--- src/rtl/pong_pkg.sv ---
// Shared Pong definitions: FSM state codes, default game constants and BCD helper.
// Used by the match controller and the physics block.
package pong_pkg;

  localparam logic [2:0] ST_IDLE  = 3'd0;
  localparam logic [2:0] ST_SERVE = 3'd1;
  localparam logic [2:0] ST_PLAY  = 3'd2;
  localparam logic [2:0] ST_MISS  = 3'd3;
  localparam logic [2:0] ST_OVER  = 3'd4;

  localparam int unsigned DEF_SERVE_FRAMES   = 60;
  localparam int unsigned DEF_MISS_FRAMES    = 30;
  localparam int unsigned DEF_LIVES          = 3;
  localparam int unsigned DEF_HITS_PER_LEVEL = 5;
  localparam int unsigned DEF_MAX_LEVEL      = 3;

  // Two-digit BCD increment, saturating at 99.
  function automatic logic [7:0] bcd_inc(input logic [7:0] v);
    logic [7:0] r;
    r = v;
    if (v[3:0] == 4'd9) begin
      if (v[7:4] != 4'd9) begin
        r = {v[7:4] + 4'd1, 4'd0};
      end
    end else begin
      r = {v[7:4], v[3:0] + 4'd1};
    end
    return r;
  endfunction

endpackage

--- src/rtl/pong_match_ctrl_if.sv ---
// Controller <-> physics link: event pulses from physics, run/recentre/speed back to it.
// master = match controller, slave = physics block.
interface pong_match_ctrl_if;

  logic       hit;
  logic       miss;
  logic       physics_run;
  logic       ball_reset;
  logic [1:0] speed_level;

  modport master (
    input  hit,
    input  miss,
    output physics_run,
    output ball_reset,
    output speed_level
  );

  modport slave (
    output hit,
    output miss,
    input  physics_run,
    input  ball_reset,
    input  speed_level
  );

endinterface

--- src/rtl/pong_frame_tick.sv ---
// Frame tick from the vsync rising edge, and a once-per-frame debounced button press.
// btn_press is aligned with frame_tick.
module pong_frame_tick (
  input  logic pixel_clk,
  input  logic rst,
  input  logic v_sync_pulse,
  input  logic n_btn,
  output logic frame_tick,
  output logic btn_press
);

  logic vsync_d;
  logic pressed_s1;
  logic pressed_s2;
  logic pressed_prev;
  logic vsync_rise;

  assign vsync_rise = v_sync_pulse & ~vsync_d;

  always_ff @(posedge pixel_clk) begin
    if (rst) begin
      vsync_d      <= 1'b0;
      pressed_s1   <= 1'b0;
      pressed_s2   <= 1'b0;
      pressed_prev <= 1'b0;
      frame_tick   <= 1'b0;
      btn_press    <= 1'b0;
    end else begin
      vsync_d    <= v_sync_pulse;
      // Button is asynchronous to the pixel clock; resynchronise before use.
      pressed_s1 <= ~n_btn;
      pressed_s2 <= pressed_s1;
      frame_tick <= vsync_rise;
      btn_press  <= vsync_rise & pressed_s2 & ~pressed_prev;
      if (vsync_rise) begin
        pressed_prev <= pressed_s2;
      end
    end
  end

endmodule

--- src/rtl/pong_match_ctrl.sv ---
// Pong match controller: serve/play/miss/over sequencing, lives, BCD score and speed level.
// All outputs are registered from the next-state logic.
module pong_match_ctrl
  import pong_pkg::*;
#(
  parameter int unsigned SERVE_FRAMES   = DEF_SERVE_FRAMES,
  parameter int unsigned MISS_FRAMES    = DEF_MISS_FRAMES,
  parameter int unsigned LIVES          = DEF_LIVES,
  parameter int unsigned HITS_PER_LEVEL = DEF_HITS_PER_LEVEL,
  parameter int unsigned MAX_LEVEL      = DEF_MAX_LEVEL
) (
  input  logic                     pixel_clk,
  input  logic                     rst,
  input  logic                     v_sync_pulse,
  input  logic                     n_btn,
  pong_match_ctrl_if.master        phys,
  output logic                     frame_tick,
  output logic [7:0]               score_bcd,
  output logic [2:0]               lives_left,
  output logic [2:0]               state,
  output logic                     game_over
);

  localparam int unsigned CNT_MAX = (SERVE_FRAMES > MISS_FRAMES) ? SERVE_FRAMES : MISS_FRAMES;
  localparam int unsigned CW      = (CNT_MAX < 2) ? 1 : $clog2(CNT_MAX + 1);
  localparam int unsigned HW      = (HITS_PER_LEVEL < 2) ? 1 : $clog2(HITS_PER_LEVEL + 1);

  logic          btn_press;
  logic [CW-1:0] frame_cnt;
  logic [HW-1:0] hit_cnt;

  logic [2:0]    state_nxt;
  logic [CW-1:0] frame_cnt_nxt;
  logic [HW-1:0] hit_cnt_nxt;
  logic [7:0]    score_nxt;
  logic [2:0]    lives_nxt;
  logic [1:0]    speed_nxt;

  pong_frame_tick u_frame_tick (
    .pixel_clk    (pixel_clk),
    .rst          (rst),
    .v_sync_pulse (v_sync_pulse),
    .n_btn        (n_btn),
    .frame_tick   (frame_tick),
    .btn_press    (btn_press)
  );

  always_comb begin
    state_nxt     = state;
    frame_cnt_nxt = frame_cnt;
    hit_cnt_nxt   = hit_cnt;
    score_nxt     = score_bcd;
    lives_nxt     = lives_left;
    speed_nxt     = phys.speed_level;

    case (state)
      ST_IDLE: begin
        if (btn_press) begin
          state_nxt   = ST_SERVE;
          score_nxt   = '0;
          lives_nxt   = 3'(LIVES);
          speed_nxt   = '0;
          hit_cnt_nxt = '0;
        end
      end
      ST_SERVE: begin
        if (frame_tick) begin
          if (frame_cnt <= CW'(1)) state_nxt = ST_PLAY;
          else                     frame_cnt_nxt = frame_cnt - CW'(1);
        end
      end
      ST_PLAY: begin
        // A miss wins over a simultaneous hit; the hit is dropped.
        if (phys.miss) begin
          lives_nxt = (lives_left == 3'd0) ? 3'd0 : lives_left - 3'd1;
          if (lives_left <= 3'd1) begin
            state_nxt = ST_OVER;
          end else begin
            state_nxt     = ST_MISS;
            frame_cnt_nxt = CW'(MISS_FRAMES);
          end
        end else if (phys.hit) begin
          score_nxt = bcd_inc(score_bcd);
          if (hit_cnt >= HW'(HITS_PER_LEVEL - 1)) begin
            hit_cnt_nxt = '0;
            if (phys.speed_level < 2'(MAX_LEVEL)) speed_nxt = phys.speed_level + 2'd1;
          end else begin
            hit_cnt_nxt = hit_cnt + HW'(1);
          end
        end
      end
      ST_MISS: begin
        if (frame_tick) begin
          if (frame_cnt <= CW'(1)) state_nxt = ST_SERVE;
          else                     frame_cnt_nxt = frame_cnt - CW'(1);
        end
      end
      ST_OVER: begin
        if (btn_press) state_nxt = ST_IDLE;
      end
      default: state_nxt = ST_IDLE;
    endcase

    if (state_nxt == ST_SERVE && state != ST_SERVE) begin
      frame_cnt_nxt = CW'(SERVE_FRAMES);
    end
  end

  always_ff @(posedge pixel_clk) begin
    if (rst) begin
      state            <= ST_IDLE;
      frame_cnt        <= '0;
      hit_cnt          <= '0;
      score_bcd        <= '0;
      lives_left       <= 3'(LIVES);
      phys.speed_level <= '0;
      phys.physics_run <= 1'b0;
      phys.ball_reset  <= 1'b0;
      game_over        <= 1'b0;
    end else begin
      state            <= state_nxt;
      frame_cnt        <= frame_cnt_nxt;
      hit_cnt          <= hit_cnt_nxt;
      score_bcd        <= score_nxt;
      lives_left       <= lives_nxt;
      phys.speed_level <= speed_nxt;
      phys.physics_run <= (state_nxt == ST_PLAY);
      phys.ball_reset  <= (state_nxt == ST_SERVE) && (state != ST_SERVE);
      game_over        <= (state_nxt == ST_OVER);
    end
  end

endmodule

--- src/flat_wrapper.sv ---
// flat-port wrapper written by rule: the top's interface ports become plain ports
module pong_match_ctrl_flat import pong_pkg::*;
#(
  parameter int unsigned SERVE_FRAMES   = DEF_SERVE_FRAMES,
  parameter int unsigned MISS_FRAMES    = DEF_MISS_FRAMES,
  parameter int unsigned LIVES          = DEF_LIVES,
  parameter int unsigned HITS_PER_LEVEL = DEF_HITS_PER_LEVEL,
  parameter int unsigned MAX_LEVEL      = DEF_MAX_LEVEL
)
  (pixel_clk, rst, v_sync_pulse, n_btn, frame_tick, score_bcd, lives_left, state, game_over, phys_hit, phys_miss, phys_physics_run, phys_ball_reset, phys_speed_level);
  pong_match_ctrl_if phys_i ();
  input  logic pixel_clk;
  input  logic rst;
  input  logic v_sync_pulse;
  input  logic n_btn;
  output logic frame_tick;
  output logic [7:0] score_bcd;
  output logic [2:0] lives_left;
  output logic [2:0] state;
  output logic game_over;
  input wire logic [$bits(phys_i.hit)-1:0] phys_hit;
  input wire logic [$bits(phys_i.miss)-1:0] phys_miss;
  output wire logic [$bits(phys_i.physics_run)-1:0] phys_physics_run;
  output wire logic [$bits(phys_i.ball_reset)-1:0] phys_ball_reset;
  output wire logic [$bits(phys_i.speed_level)-1:0] phys_speed_level;
  assign phys_i.hit = phys_hit;
  assign phys_i.miss = phys_miss;
  assign phys_physics_run = phys_i.physics_run;
  assign phys_ball_reset = phys_i.ball_reset;
  assign phys_speed_level = phys_i.speed_level;
  pong_match_ctrl #(.SERVE_FRAMES(SERVE_FRAMES), .MISS_FRAMES(MISS_FRAMES), .LIVES(LIVES), .HITS_PER_LEVEL(HITS_PER_LEVEL), .MAX_LEVEL(MAX_LEVEL)) u_core (.pixel_clk(pixel_clk), .rst(rst), .v_sync_pulse(v_sync_pulse), .n_btn(n_btn), .phys(phys_i), .frame_tick(frame_tick), .score_bcd(score_bcd), .lives_left(lives_left), .state(state), .game_over(game_over));
endmodule
--- config.mk ---
export PLATFORM = sky130hd
export DESIGN_NAME = pong_match_ctrl_flat
export DESIGN_NICKNAME = d
export VERILOG_FILES = /design/src/rtl/pong_pkg.sv /design/src/rtl/pong_match_ctrl_if.sv /design/src/rtl/pong_frame_tick.sv /design/src/rtl/pong_match_ctrl.sv /design/src/flat_wrapper.sv
export SDC_FILE = /design/constraint.sdc
export NUM_CORES = 1
export LEC_CHECK = 0
export BUFFER_PORTS_ARGS = -buffer_cell sky130_fd_sc_hd__clkbuf_2
export CAP_MARGIN = 10
export CORE_MARGIN = 2
export CORE_UTILIZATION = 56
export CTS_CLUSTER_DIAMETER = 30
export DETAILED_ROUTE_END_ITERATION = 8
export GPL_TIMING_DRIVEN = 1
export PLACE_DENSITY = 0.78
export SLEW_MARGIN = 30
export SYNTH_ARGS = -nofsm -noshare
export SYNTH_HDL_FRONTEND = slang
export SYNTH_HIERARCHICAL = 1
export SYNTH_SLANG_ARGS = --single-unit
--- constraint.sdc ---
create_clock -name pixel_clk -period 2 [get_ports pixel_clk]
set_clock_uncertainty 0.15 [all_clocks]
set_input_delay 0.1 -clock pixel_clk [delete_from_list [all_inputs] [get_ports pixel_clk]]
set_output_delay 0.1 -clock pixel_clk [all_outputs]
set_load 0.01 [all_outputs]
# Yosys cells after proc, flatten, opt, wreduce, memory -nomap -nowiden
# Cells that the tools add are included.
[op_classes]
add_sub_neg = 6
bitwise = 6
n_lt_le_gt_ge = 4
muxes = 36
eq_ne = 26
div_mod_pow = 0
n_reduce_logical = 15
multipliers = 0
shifts = 0
[ops]
columns = ["cell", "n"]
rows = [
  ["3-bit two-way mux", 15],
  ["8-bit two-way mux", 5],
  ["6-bit two-way mux", 5],
  ["8-bit case mux with 2 select lines", 1],
  ["3-bit case mux with 5 select lines", 1],
  ["5-bit AND reduction", 3],
  ["2-bit inequality test, second input constant", 6],
  ["3-bit case mux with 2 select lines", 2],
  ["6-bit case mux with 2 select lines", 1],
  ["6-bit AND reduction", 2],
  ["2-bit two-way mux", 5],
  ["2-bit by 1-bit inequality test with 1-bit output, second input constant", 5],
  ["3-bit by 2-bit equality test with 1-bit output, second input constant", 3],
  ["3-bit inequality test, second input constant", 3],
  ["4-bit by 1-bit adder with 4-bit output, second input constant", 2],
  ["3-bit by 1-bit equality test with 1-bit output, second input constant", 2],
  ["3-bit equality test, second input constant", 2],
  ["6-bit by 1-bit less-or-equal comparator with 1-bit output, second input constant", 1],
  ["3-bit zero test", 2],
  ["3-bit by 1-bit inequality test with 1-bit output, second input constant", 2],
  ["6-bit by 1-bit subtractor with 6-bit output, second input constant", 1],
  ["4-bit equality test, second input constant", 1],
  ["4-bit inequality test, second input constant", 1],
  ["2-bit case mux with 2 select lines", 1],
  ["15 further kinds", 21],
]
[totals]
ram_bits = 0
romBits = 0
out_inout_bits = 20
word_cells = 110
memories = 0
reg_bits = 34
latchBits = 0

# Longest topological paths before layout
# Gate-level depths: netlist (run 1).
[logic_depth]
word_depth = 8
ltp_mapped = 8
depth_no_buf = 7

# By module
# Netlist (run 1), hierarchy kept.
[by_module_without_submodules]
columns = ["mod", "seq_area_each_um2", "n_inst", "cells_per_inst", "area_each_um2"]
rows = [
  ["pong_match_ctrl", 560.5, 1, 193, 1619.1],
  ["pong_frame_tick", 120.1, 1, 15, 190.2],
]

# Least setup slack after synthesis (run 1)
# Ideal clock, no wire load.
[synth_path]
path_kind = "flip-flop to flip-flop"
start = "reg u_core.score_bcd[5]"
end = "reg u_core.score_bcd[5]"
arrival_ps = 1628
synth_period_minus_slack_ps = 1863
setup_ps = 86
path_stages_with_launch = 9
n_path_buf = 1
path_slack_ps = 137
cell_sequence = "dfxtp_1 -> inv_1 -> ha_1 -> and3b_1 -> o311ai_1 -> and2_1 -> buf_2 -> nor2_1 -> a211oi_1"
[synth_between]
elab_chain_cells = 6
[synth_lines]
columns = ["item", "line", "text"]
rows = [
  ["start, declared", "pong_match_ctrl.sv:18", "output logic [7:0] score_bcd,"],
  ["start signal, assigned", "pong_match_ctrl.sv:124", "score_bcd <= score_nxt;"],
  ["4-bit by 1-bit adder with 4-bit output", "pong_pkg.sv:23", "r = {v[7:4] + 4'd1, 4'd0};"],
  ["8-bit two-way mux", "pong_pkg.sv:22", "if (v[7:4] != 4'd9) begin"],
  ["8-bit two-way mux", "pong_pkg.sv:21", "if (v[3:0] == 4'd9) begin"],
  ["8-bit two-way mux", "pong_match_ctrl.sv:82", "end else if (phys.hit) begin"],
  ["8-bit two-way mux", "pong_match_ctrl.sv:74", "if (phys.miss) begin"],
  ["8-bit case mux with 2 select lines", "pong_match_ctrl.sv:56", "case (state)"],
]
# Several ways; a longest one is shown, not always the timed one. The select of a mux whose other input is x is not followed.
# A chain may end at the register's enable or synchronous reset.

# Final worst setup path (run 1)
[layout_path]
start = "reg u_core.frame_cnt[2]"
end = "reg u_core.frame_cnt[4]"
[layout_between]
elab_chain_cells = 8
[layout_lines]
columns = ["item", "line", "text"]
rows = [
  ["start, declared", "pong_match_ctrl.sv:29", "logic [CW-1:0] frame_cnt;"],
  ["start signal, assigned", "pong_match_ctrl.sv:122", "frame_cnt <= frame_cnt_nxt;"],
  ["6-bit by 1-bit less-or-equal comparator with 1-bit output", "pong_match_ctrl.sv:68, pong_match_ctrl.sv:94", ""],
  ["3-bit two-way mux (on tied branches)", "pong_match_ctrl.sv:94, pong_match_ctrl.sv:68", ""],
  ["3-bit two-way mux (on tied branches)", "pong_match_ctrl.sv:93, pong_match_ctrl.sv:67", ""],
  ["3-bit case mux with 5 select lines", "pong_match_ctrl.sv:56", ""],
  ["3-bit by 1-bit equality test with 1-bit output", "pong_match_ctrl.sv:104", "if (state_nxt == ST_SERVE && state != ST_SERVE) begin"],
  ["1-bit logical AND", "pong_match_ctrl.sv:104", ""],
  ["3-bit inequality test (no source line) (tied with other cells)", "-", ""],
  ["5-bit AND reduction (no source line)", "-", ""],
]
# Several ways; a longest one is shown, not always the timed one. The select of a mux whose other input is x is not followed.

==> results of run 1 <==
==> area by class of cell <==
| cell class | count | area [µm²] |
|---|---|---|
| fill | 260 | 931 |
| sequential | 34 | 681 |
| timing repair buffer | 40 | 250 |
| multi-input combinational | 154 | 1030 |
| inverter | 12 | 45.0 |
| tap | 44 | 55.1 |
| clock inverter | 1 | 5.00 |
| clock buffer | 7 | 55.1 |
==> timing repair <==
item	CTS	global route
hold buffers	5	0
hold endpoints to repair	5	0
resized for setup	0	2
setup buffers	0	0
endpoints found under the setup margin	0	2
==> cells in the mapped netlist, types with 2 or more instances <==
cell	count	share of area (%)
a21oi_1	10	2.8
a31o_1	2	0.97
a31oi_1	3	1.0
and2_1	2	0.69
and2b_2	3	1.5
and3_1	2	0.69
and3b_1	3	1.5
buf_4	4	1.7
buf_6	2	1.2
dfxtp_1	34	38
ha_1	11	7.6
inv_1	12	2.5
mux2i_1	3	1.7
nand2_1	19	3.9
nand3_1	9	2.5
nand4_1	2	0.69
nor2_1	23	4.8
nor2b_1	4	1.4
nor3_1	9	2.5
nor3b_1	3	1.2
nor4_1	2	0.69
o21ai_0	4	1.1
o21ai_2	2	0.97
o31ai_1	2	0.83
or3_1	4	1.4
xnor2_1	2	0.97
xor2_1	4	1.9
==> sequential cells by signal, summed over array words and instances (netlist names) <==
name                              flops
u_core/phys.physics_run               1
u_core/state                          3
u_core/u_frame_tick/btn_press         1
u_core/score_bcd                      8
u_core/u_frame_tick/pressed_s1        1
u_core/lives_left                     3
u_core/u_frame_tick/frame_tick        1
u_core/frame_cnt                      6
u_core/game_over                      1
u_core/u_frame_tick/pressed_prev      1
u_core/phys.speed_level               2
u_core/u_frame_tick/vsync_d           1
u_core/hit_cnt                        3
u_core/u_frame_tick/pressed_s2        1
u_core/phys.ball_reset                1
==> worst max path at each step <==
stage	start	end	slack (ns)	cells after the start
2_1_floorplan	u_core/score_bcd[5]$_SDFFE_PP0P_	u_core/score_bcd[5]$_SDFFE_PP0P_	0.14	8
3_3_place_gp	u_core/score_bcd[5]$_SDFFE_PP0P_	u_core/score_bcd[5]$_SDFFE_PP0P_	0.20	7
3_5_place_dp	u_core/score_bcd[5]$_SDFFE_PP0P_	u_core/score_bcd[5]$_SDFFE_PP0P_	0.1	7
4_1_cts	u_core/score_bcd[5]$_SDFFE_PP0P_	u_core/score_bcd[5]$_SDFFE_PP0P_	0.05	7
5_1_grt	u_core/frame_cnt[0]$_SDFFE_PP0P_	u_core/frame_cnt[4]$_SDFFE_PP0P_	0.03	8
6_report	u_core/frame_cnt[2]$_SDFFE_PP0P_	u_core/frame_cnt[4]$_SDFFE_PP0P_	0.18	6
==> worst max-delay path: stages, from the launching register on <==
cell and delay (ns):
dfxtp_1 0.35, or3_4 0.40, nor3_2 0.15, buf_4 0.20
o21bai_1 0.12, a31o_1 0.23, a31oi_1 0.15
==> layer usage <==
layer | wire length [µm] | track usage [%] | vias to the layer above
met5 | 0 | 0 | -
met4 | 26 | 5.90 | 0
met3 | 182 | 6.40 | 4
met2 | 1810 | 37.2 | 43
met1 | 1660 | 29.6 | 740
li1 | - | - | 799
==> cells by family (layout without fill, tap and decap cells) <==
group           after synthesis  count (layout)  share of synthesized area (%)
flops                        34              34                           37.6
xor+xnor                      6               6                           2.90
compound gates               36              36                           14.6
fa+ha+maj                    11              11                           7.61
buf+inv                      20              60                           5.88
mux                           3               3                           1.66
simple gates                 98              98                           29.7
==> through the flow <==
stage | std cells | power, µW | utilization [%] | hold WS, ns
6_report | 292 | 1190 | 69.5 | 0.169
5_1_grt | 292 | 1250 | 69.5 | 0.203
4_1_cts | 292 | 1200 | 69.2 | 0.151
3_5_place_dp | 279 | 797 | 65.6 | 0.108
3_3_place_gp | 279 | 794 | 65.6 | 0.106
2_1_floorplan | 208 | 772 | - | 0.0167
==> power breakdown <==
part / switching (µW) / internal (µW) / total (µW)
logic: 49.5 / 44.0 / 93.5
registers: 9.47 / 687 / 696
clock network: 233 / 170 / 404
total: 292 / 901 / 1190
==> run_results.csv, run 1 <==
group,metric,value,unit
sta,fin_crit_sh,90.9,%
yosys,ys.flop_type,"dfxtp_1",
die,die_w,60.8,µm
global_route,antenna_found_initial,0,
sta,rsz0062_at_grt,"false",
placed_design,place_ws,0.0966,ns
clock_network,cts_max_level,2,
clock_network,cts_made_buffers,5,
hold_path,hp-class,"primary input to flip-flop",
die,dieHeight,60.8,µm
placed_design,io_buffers,25,
hold_path,min_from,"phys_miss",
placed_design,gp_congestion,0.876,
yosys,yosysWarnings,6,
yosys,synth_edf_count,0,
setup_path,r2r_cells,6,
global_route,first_global_vias,1456,
finish,final_common_cell,"dfxtp_1",
finish,final_cell_mix,"dfxtp_1 (34), clkbuf_2 (25), nor2_1 (23)",
power,leakagePower,0.000889,µW
die,rows,20,
detailed_routing,antenna_left,0,
detailed_routing,vias_per_cell,5.43,
hold_path,holdPathStages,4,
sta,fmax,0.550,GHz
placed_design,placed_area,2000,µm²
placed_design,dp_hpwl,2590,µm
global_route,globalRouteOverflowTotal,0,
clock_network,insertion_delay,0.34,ns
setup_path,rrSetupSlack,0.18,ns
status,status,"finished, final reports clean",
setup_path,path_class,"flip-flop to flip-flop",
detailed_routing,vias,1586,
yosys,syn_avg_cell_area,8.70,µm²
global_route,grt_max_degree,15,
yosys,syn-num-nets,225,
yosys,synth-async-reset-ratio,0,%
finish,area_delta_synth_final,17.3,%
die,io_pins,26,
setup_path,cp_data_arrival_time,1.94,ns
finish,diodes,0,
clock_network,cts_tree,"done",
run,maxCapViolations,0,
hold_path,min_to,"u_core/state[0]$_SDFF_PP0_",
global_route,grt_pass1_wl,6340,µm
detailed_routing,drc,0,
setup_path,end_kind,"flip-flop",
clock_network,cts_buffer_depth,2,
power,peakVddDrop,405,µV
die,coreArea,3050,µm²
yosys,synth_cell_types,55,
detailed_routing,drt_iter0_drc,70,
sta,min_period,1.82,ns
yosys,ys_seq_area_share,37.6,%
clock_network,clkTransAtPathRegs,0.11,ns
sta,slew_headroom,78.6,%
finish,drive_gt1_share,24.6,%
setup_path,startpoint_type,"flip-flop",
sta,setup_ws,0.182,ns
setup_path,r2r-start,"u_core/frame_cnt[2]$_SDFFE_PP0P_",
yosys,synthCells,208,
yosys,synth_seq_cells,34,
sta,tightest_slew,0.318,ns
die,start_util,59.3,%
sta,setup_violations,0,
detailed_routing,dr.pass1.iters,4,
power,p_per_area,562,nW/µm²
global_route,grtUsageTotal,22.7,%
die,die_area,3700,µm²
detailed_routing,finalWirelength,3680,µm
clock_network,cts_sinks,34,
setup_path,r2r_end,"u_core/frame_cnt[4]$_SDFFE_PP0P_",
setup_path,cp_max_fo,11,
clock_network,cts_root_buf,"clkbuf_4",
finish,design_area,2120,µm²
yosys,synth_area,1810,µm²
sta,finalSetupTns,0,ns
setup_path,required,2.12,ns
finish,fin_nets,264,
sta,hold_viol_final,0,
detailed_routing,wl_per_cell,12.6,µm
sta,slew_violations,0,
Power figures use the tool's default switching activity.
==> run 2, diff against run 1 <==
Settings changed: HOLD_SLACK_MARGIN from default to 0.12, SYNTH_HIERARCHICAL 1 to default.
==> run 2 against run 1 <==
Compared with the run above:
- critical path depth is 2 lower
- flip-flop and latch count did not move
- cell area grew 5.4%
- sequential power shrank 0.6%
- fmax fell by 6.2%
- first-iteration DRC count grew 54%
- global-route usage is 0.53 points higher
- synthesized cell count shrank 1.9%
- synthesized area increased by 0.14%
- combinational power fell by 14%
- routed wire length rose by 8.9%
==> run_results.csv, run 2 <==
group,metric,value,unit
placed_design,dp_hpwl,2900,µm
global_route,top_usage_layer,"met2",
finish,fin_nets,271,
yosys,yosysWarnings,0,
detailed_routing,finalWirelength,4000,µm
global_route,grtUsageMet3,7.25,%
global_route,use_met1,28.3,%
detailed_routing,vias,1678,
clock_network,clkTransAtPathRegs,0.10,ns
clock_network,cts_root_buf,"clkbuf_4",
yosys,synth_most_common_cell,"dfxtp_1",
yosys,synth_seq_cells,34,
yosys,synth_area,1810,µm²
yosys,syn_avg_cell_area,8.88,µm²
finish,final_cell_mix,"dfxtp_1 (34), clkbuf_2 (25), buf_4 (18)",
setup_path,cp_slowest_cell,"or4_4",
hold_path,hp-class,"flip-flop to flip-flop",
sta,tightest_slew,0.520,ns
global_route,globalRouteOverflowTotal,0,
setup_path,worstSetupEndpoint,"u_core.frame_cnt[1]$_SDFFE_PP0P_",
setup_path,r2r-start,"u_core.frame_cnt[3]$_SDFFE_PP0P_",
global_route,grt_pass1_wl,6390,µm
setup_path,worst_path_largest_cell_delay,0.59,ns
finish,utilization,72.6,%
yosys,syn-num-nets,221,
die,io_pins,26,
setup_path,rrSetupSlack,0.06,ns
global_route,first_global_vias,1483,
yosys,ys.flop_type,"dfxtp_1",
clock_network,cts_made_buffers,5,
clock_network,cts_sinks,34,
die,die_area,3710,µm²
detailed_routing,wl_per_cell,13.4,µm
detailed_routing,antenna_left,0,
yosys,netlist_top_cells_count,"dfxtp_1 (34), inv_1 (14), nor2_1 (14), a21oi_1 (12)",
sta,slew_violations,0,
run,maxCapViolations,0,
setup_path,r2r_cells,4,
placed_design,gp_congestion,0.913,
finish,diodes,0,
die,die_w,60.9,µm
power,p_total,1260,µW
global_route,grt_use_met2,39.9,%
clock_network,insertion_delay,0.34,ns
placed_design,dp.cells,284,
setup_path,end_kind,"flip-flop",
sta,finalSetupTns,0,ns
finish,fillCellCount,251,
yosys,synth_edf_count,0,
sta,fmax,0.516,GHz
finish,design_area,2240,µm²
yosys,synth_area_leaders,"dfxtp_1 (38%), ha_1 (7.6%), a21oi_1 (3.3%), inv_1 (2.9%), nor2_1 (2.9%)",
global_route,grtUsageTotal,23.2,%
yosys,ys_seq_area_share,37.6,%
finish,area_delta_synth_final,23.4,%
detailed_routing,dr.pass1.iters,4,
sta,fin_crit_sh,96.9,%
sta,hold_viol_final,0,
finish,final_cells,299,
setup_path,path_class,"flip-flop to flip-flop",
yosys,synth_top_area_share,37.6,%
setup_path,r2r_end,"u_core.frame_cnt[1]$_SDFFE_PP0P_",
setup_path,required,2.08,ns
sta,slew_headroom,65.3,%
finish,final_common_cell,"dfxtp_1",
clock_network,cts_max_level,2,
detailed_routing,drt_iter0_drc,108,
sta,min_period,1.94,ns
sta,rsz0062_at_grt,"false",
setup_path,cp_max_fo,7,
die,dieHeight,60.9,µm
placed_design,io_buffers,25,
detailed_routing,drc,0,
finish,top_regs,"u_core.score_bcd: 8 flops, u_core.frame_cnt: 6 flops",
finish,drive_gt1_share,24.3,%
power,leakagePower,0.000956,µW
yosys,synth-async-reset-ratio,0,%
global_route,grt_max_degree,16,
yosys,synth_cell_types,49,
yosys,synthCells,204,
yosys,synth_largest_area_cell,"dfxtp_1",
clock_network,cts_buffer_depth,2,
die,rows,20,
die,start_util,58.9,%
global_route,antenna_found_initial,0,
setup_path,cp_data_arrival_time,2.02,ns
setup_path,startpoint_type,"flip-flop",
clock_network,cts_tree,"done",
sta,setup_violations,0,
clock_network,post-cts-setup-buffers,0,
finish,regMostFlops,"u_core.score_bcd",
setup_path,critical_path.cell_chain,"or4_4 > nor3_2 > a31oi_2 > o2111a_1",
detailed_routing,vias_per_cell,5.61,
placed_design,placed_area,2080,µm²
setup_path,startpoint,"u_core.frame_cnt[3]$_SDFFE_PP0P_",
power,p_per_area,564,nW/µm²
finish,largest_reg_flops,8,
die,coreArea,3080,µm²
status,status,"finished, final reports clean",
power,peakVddDrop,384,µV
## run 2: cell types whose count changed after synthesis, sizes merged, moves of 3 or more
cell    before  now
o21ai        6   14
buf          7    3
nor2b        4    8
a21oi       10   14
and2b        4    0
o211ai       2    6
clkbuf       1    4
nand2       19   11
or4          0    5
xor2         4    1
nor2        24   14
## run 2: report_power, final
part	switching, µW	internal, µW	leakage, µW
clock network	230	259	0.0000450
logic	42.4	38.0	0.000636
registers	7.07	685	0.000275
## run 2: cells by family (layout without fill, tap and decap cells)
group	count (synthesis)	in the layout	synth area share [%]
AO/OA/AOI/OAI	54	54	20.9
multiplexers	3	3	1.66
AND/OR/NAND/NOR	80	80	26.5
adder cells (fa/ha/maj)	11	11	7.60
flip-flops	34	34	37.6
buffers and inverters	21	72	5.25
XOR/XNOR	1	1	0.484
## run 2: metal layers
layer / part of all wire [%] / vias to the layer above / wire (µm)
met5: 0 / - / 0
met4: 0.37 / 0 / 15
met3: 5.1 / 2 / 203
met2: 49 / 39 / 1970
met1: 45 / 791 / 1810
li1: - / 846 / -
## run 2: worst min-delay path by stage
stage                                                 startpoint                                         to  slack [ns]  cells after the start
final                     u_core.u_frame_tick.vsync_d$_SDFF_PP0_  u_core.u_frame_tick.frame_tick$_SDFF_PP0_        0.28                      1
after floorplan                                            n_btn  u_core.u_frame_tick.pressed_s1$_SDFF_PP0_        0.02                      1
after global placement                                     n_btn  u_core.u_frame_tick.pressed_s1$_SDFF_PP0_        0.10                      2
after detailed placement                                   n_btn  u_core.u_frame_tick.pressed_s1$_SDFF_PP0_        0.10                      2
after global routing      u_core.u_frame_tick.vsync_d$_SDFF_PP0_  u_core.u_frame_tick.frame_tick$_SDFF_PP0_        0.30                      1
after CTS                 u_core.u_frame_tick.vsync_d$_SDFF_PP0_  u_core.u_frame_tick.frame_tick$_SDFF_PP0_        0.28                      1
## run 2: final cells by class
cell class | instances | area [µm²] | share of cell area [%]
Multi-Input combinational cell | 149 | 1040 | 46.5
Sequential cell | 34 | 681 | 30.4
Timing Repair Buffer | 50 | 330 | 14.8
Tap cell | 44 | 55.1 | 2.46
Inverter | 14 | 52.6 | 2.35
Clock inverter | 3 | 40.0 | 1.79
Clock buffer | 5 | 37.5 | 1.68
## run 2: through the flow
stage,worst slack [ns],hold WS [ns]
after global placement,0.168,0.102
after detailed placement,0.124,0.104
after CTS,0.0951,0.285
after floorplan,0.151,0.0167
final,0.0624,0.283
after global routing,0.00440,0.303
## run 2: repair_timing
| action | 4_1_cts | 5_1_grt |
|---|---|---|
| endpoints found under the hold margin | 14 | 0 |
| setup endpoints to repair | 0 | 9 |
| hold buffers | 7 | 0 |
| resized for setup | 0 | 1 |
## run 2: worst max-delay path, delay by kind of cell (launching register included)
family	cells	cell delay (ns)
simple gates	2	0.91
compound gates	2	0.41
flops	1	0.36
==> run 3, diff against run 2 <==
Clock period 2 ns to 2.1 ns, I/O delays scaled along.
==> run 3 against run 2 <==
Compared with the run above:
- cell area shrank 3.5%
- via count down 3.3%
- critical path depth increased by 2
- routed wire length fell by 7.4%
- highest routed layer unchanged
- register-to-register slack better by 0.06 ns
- sequential share of layout area rose by 1.2 points
- hold slack got worse by 0.0016 ns
- fmax down 1.8%
- largest cell class unchanged
- critical path type unchanged
- global-route usage is 0.21 points lower
- core utilization down 2.6 points
- sequential power is 4.6% lower
==> run_results.csv, run 3 (synthesis gave the netlist of run 2 again) <==
group,metric,value,unit
global_route,first_global_vias,1376,
setup_path,required,2.25,ns
die,dieHeight,60.9,µm
sta,fin_crit_sh,94.0,%
sta,tightest_slew,0.483,ns
sta,hold_viol_final,0,
clock_network,cts_sinks,34,
setup_path,path_class,"flip-flop to flip-flop",
finish,design_area,2160,µm²
placed_design,io_buffers,25,
power,peakVddDrop,461,µV
die,coreArea,3080,µm²
finish,multi_input_area,1050,µm²
power,p_per_area,519,nW/µm²
power,leakagePower,0.000898,µW
finish,area_delta_synth_final,19.1,%
sta,finalSetupTns,0,ns
sta,setup_violations,0,
finish,top_regs,"u_core.score_bcd: 8 flops, u_core.frame_cnt: 6 flops",
global_route,grt_pass1_wl,6320,µm
hold_path,holdPathStages,1,
die,start_util,58.9,%
finish,seqCellArea,682,µm²
die,die_w,60.9,µm
global_route,antenna_found_initial,0,
sta,rsz0062_at_grt,"false",
hold_path,hp-class,"flip-flop to flip-flop",
placed_design,placed_area,2010,µm²
detailed_routing,antenna_left,0,
finish,final_common_cell,"dfxtp_1",
setup_path,end_kind,"flip-flop",
detailed_routing,drt_iter0_drc,89,
setup_path,r2r_cells,6,
die,rows,20,
clock_network,clkTransAtPathRegs,0.11,ns
finish,drive_gt1_share,21.6,%
die,die_area,3710,µm²
setup_path,startpoint_type,"flip-flop",
finish,regMostFlops,"u_core.score_bcd",
finish,diodes,0,
setup_path,cp_max_fo,13,
placed_design,dp_hpwl,2700,µm
finish,largest_reg_flops,8,
detailed_routing,dr.pass1.iters,4,
detailed_routing,drc,0,
detailed_routing,finalWirelength,3710,µm
global_route,grt_max_degree,22,
clock_network,cts_buffer_depth,2,
die,io_pins,26,
detailed_routing,vias,1622,
setup_path,cp_data_arrival_time,2.12,ns
placed_design,gp_congestion,0.911,
clock_network,cts_root_buf,"clkbuf_4",
sta,fmax,0.507,GHz
clock_network,cts_max_level,2,
finish,fin_nets,261,
status,status,"finished, final reports clean",
finish,final_cell_mix,"dfxtp_1 (33), clkbuf_2 (25), inv_1 (14), nor2_1 (14), a21oi_1 (12)",
sta,slew_violations,0,
clock_network,insertion_delay,0.35,ns
detailed_routing,wl_per_cell,12.8,µm
sta,slew_headroom,67.8,%
power,p_total,1120,µW
clock_network,cts_made_buffers,5,
sta,whs,0.282,ns
sta,min_period,1.97,ns
detailed_routing,vias_per_cell,5.61,
global_route,globalRouteOverflowTotal,0,
run,maxCapViolations,0,
global_route,grtUsageTotal,23.0,%
clock_network,cts_tree,"done",
finish,fillCellCount,276,
[run 3: cell count changes in the layout (fill, tap and decap cells not counted), sizes merged]
cell,delta
buf,-10
bufinv,-1
clkbuf,+1
clkinv,-1
clkinvlp,+1
[run 3: worst max-delay path: stages (launching register included)]
cell           delay [ns]
dfxtp_1              0.36
buf_4                0.20
and2_1               0.16
o21ai_1              0.27
nand2_1              0.10
a21oi_1              0.12
dlygate4sd3_1        0.56
[run 3: layout make-up]
type	instances	share of cell area, %
well taps	44	2.55
repair buffers	40	11.8
flip-flops and latches	34	31.6
multi-input cells	149	48.6
clock inverters	2	0.580
clock buffers	6	2.38
inverters	14	2.44
[run 3: metrics by stage]
| stage | instances | setup slack [ns] | util, % |
|---|---|---|---|
| floorplan | 204 | 0.251 | - |
| global placement | 274 | 0.192 | 65.3 |
| detailed placement | 274 | 0.179 | 65.3 |
| CTS | 289 | 0.0439 | 69.6 |
| global route | 289 | 0.0233 | 70.1 |
| finish | 289 | 0.127 | 70.1 |
[run 3: repair_timing]
action                     in CTS  in global routing
hold buffers                    7                  0
hold endpoints to repair       20                  0
buffers inserted                0                  0
setup endpoints to repair       0                  6
gates resized for setup         0                  4
[run 3: path summary, 6_finish.rpt]
check	from	slack, ns	end
max	u_core.state[1]$_SDFF_PP0_	0.13	u_core.lives_left[2]$_SDFFE_PP0P_
min	u_core.u_frame_tick.vsync_d$_SDFF_PP0_	0.28	u_core.u_frame_tick.frame_tick$_SDFF_PP0_
max reg2reg	u_core.state[1]$_SDFF_PP0_	0.13	u_core.lives_left[2]$_SDFFE_PP0P_
min reg2reg	u_core.u_frame_tick.vsync_d$_SDFF_PP0_	0.28	u_core.u_frame_tick.frame_tick$_SDFF_PP0_
[run 3: layer usage]
metal	part of all wire [%]	GRT usage [%]	up-vias
met5	0	0	-
met4	1.6	8.39	0
met3	3.3	6.40	6
met2	49	36.9	23
met1	46	29.8	766
li1	-	-	827
[run 3: power breakdown]
part	leakage, µW	internal (µW)	switching [µW]
logic	0.000588	30.6	36.7
registers	0.000276	652	7.52
clock network	0.0000343	161	232
total	0.000898	844	276
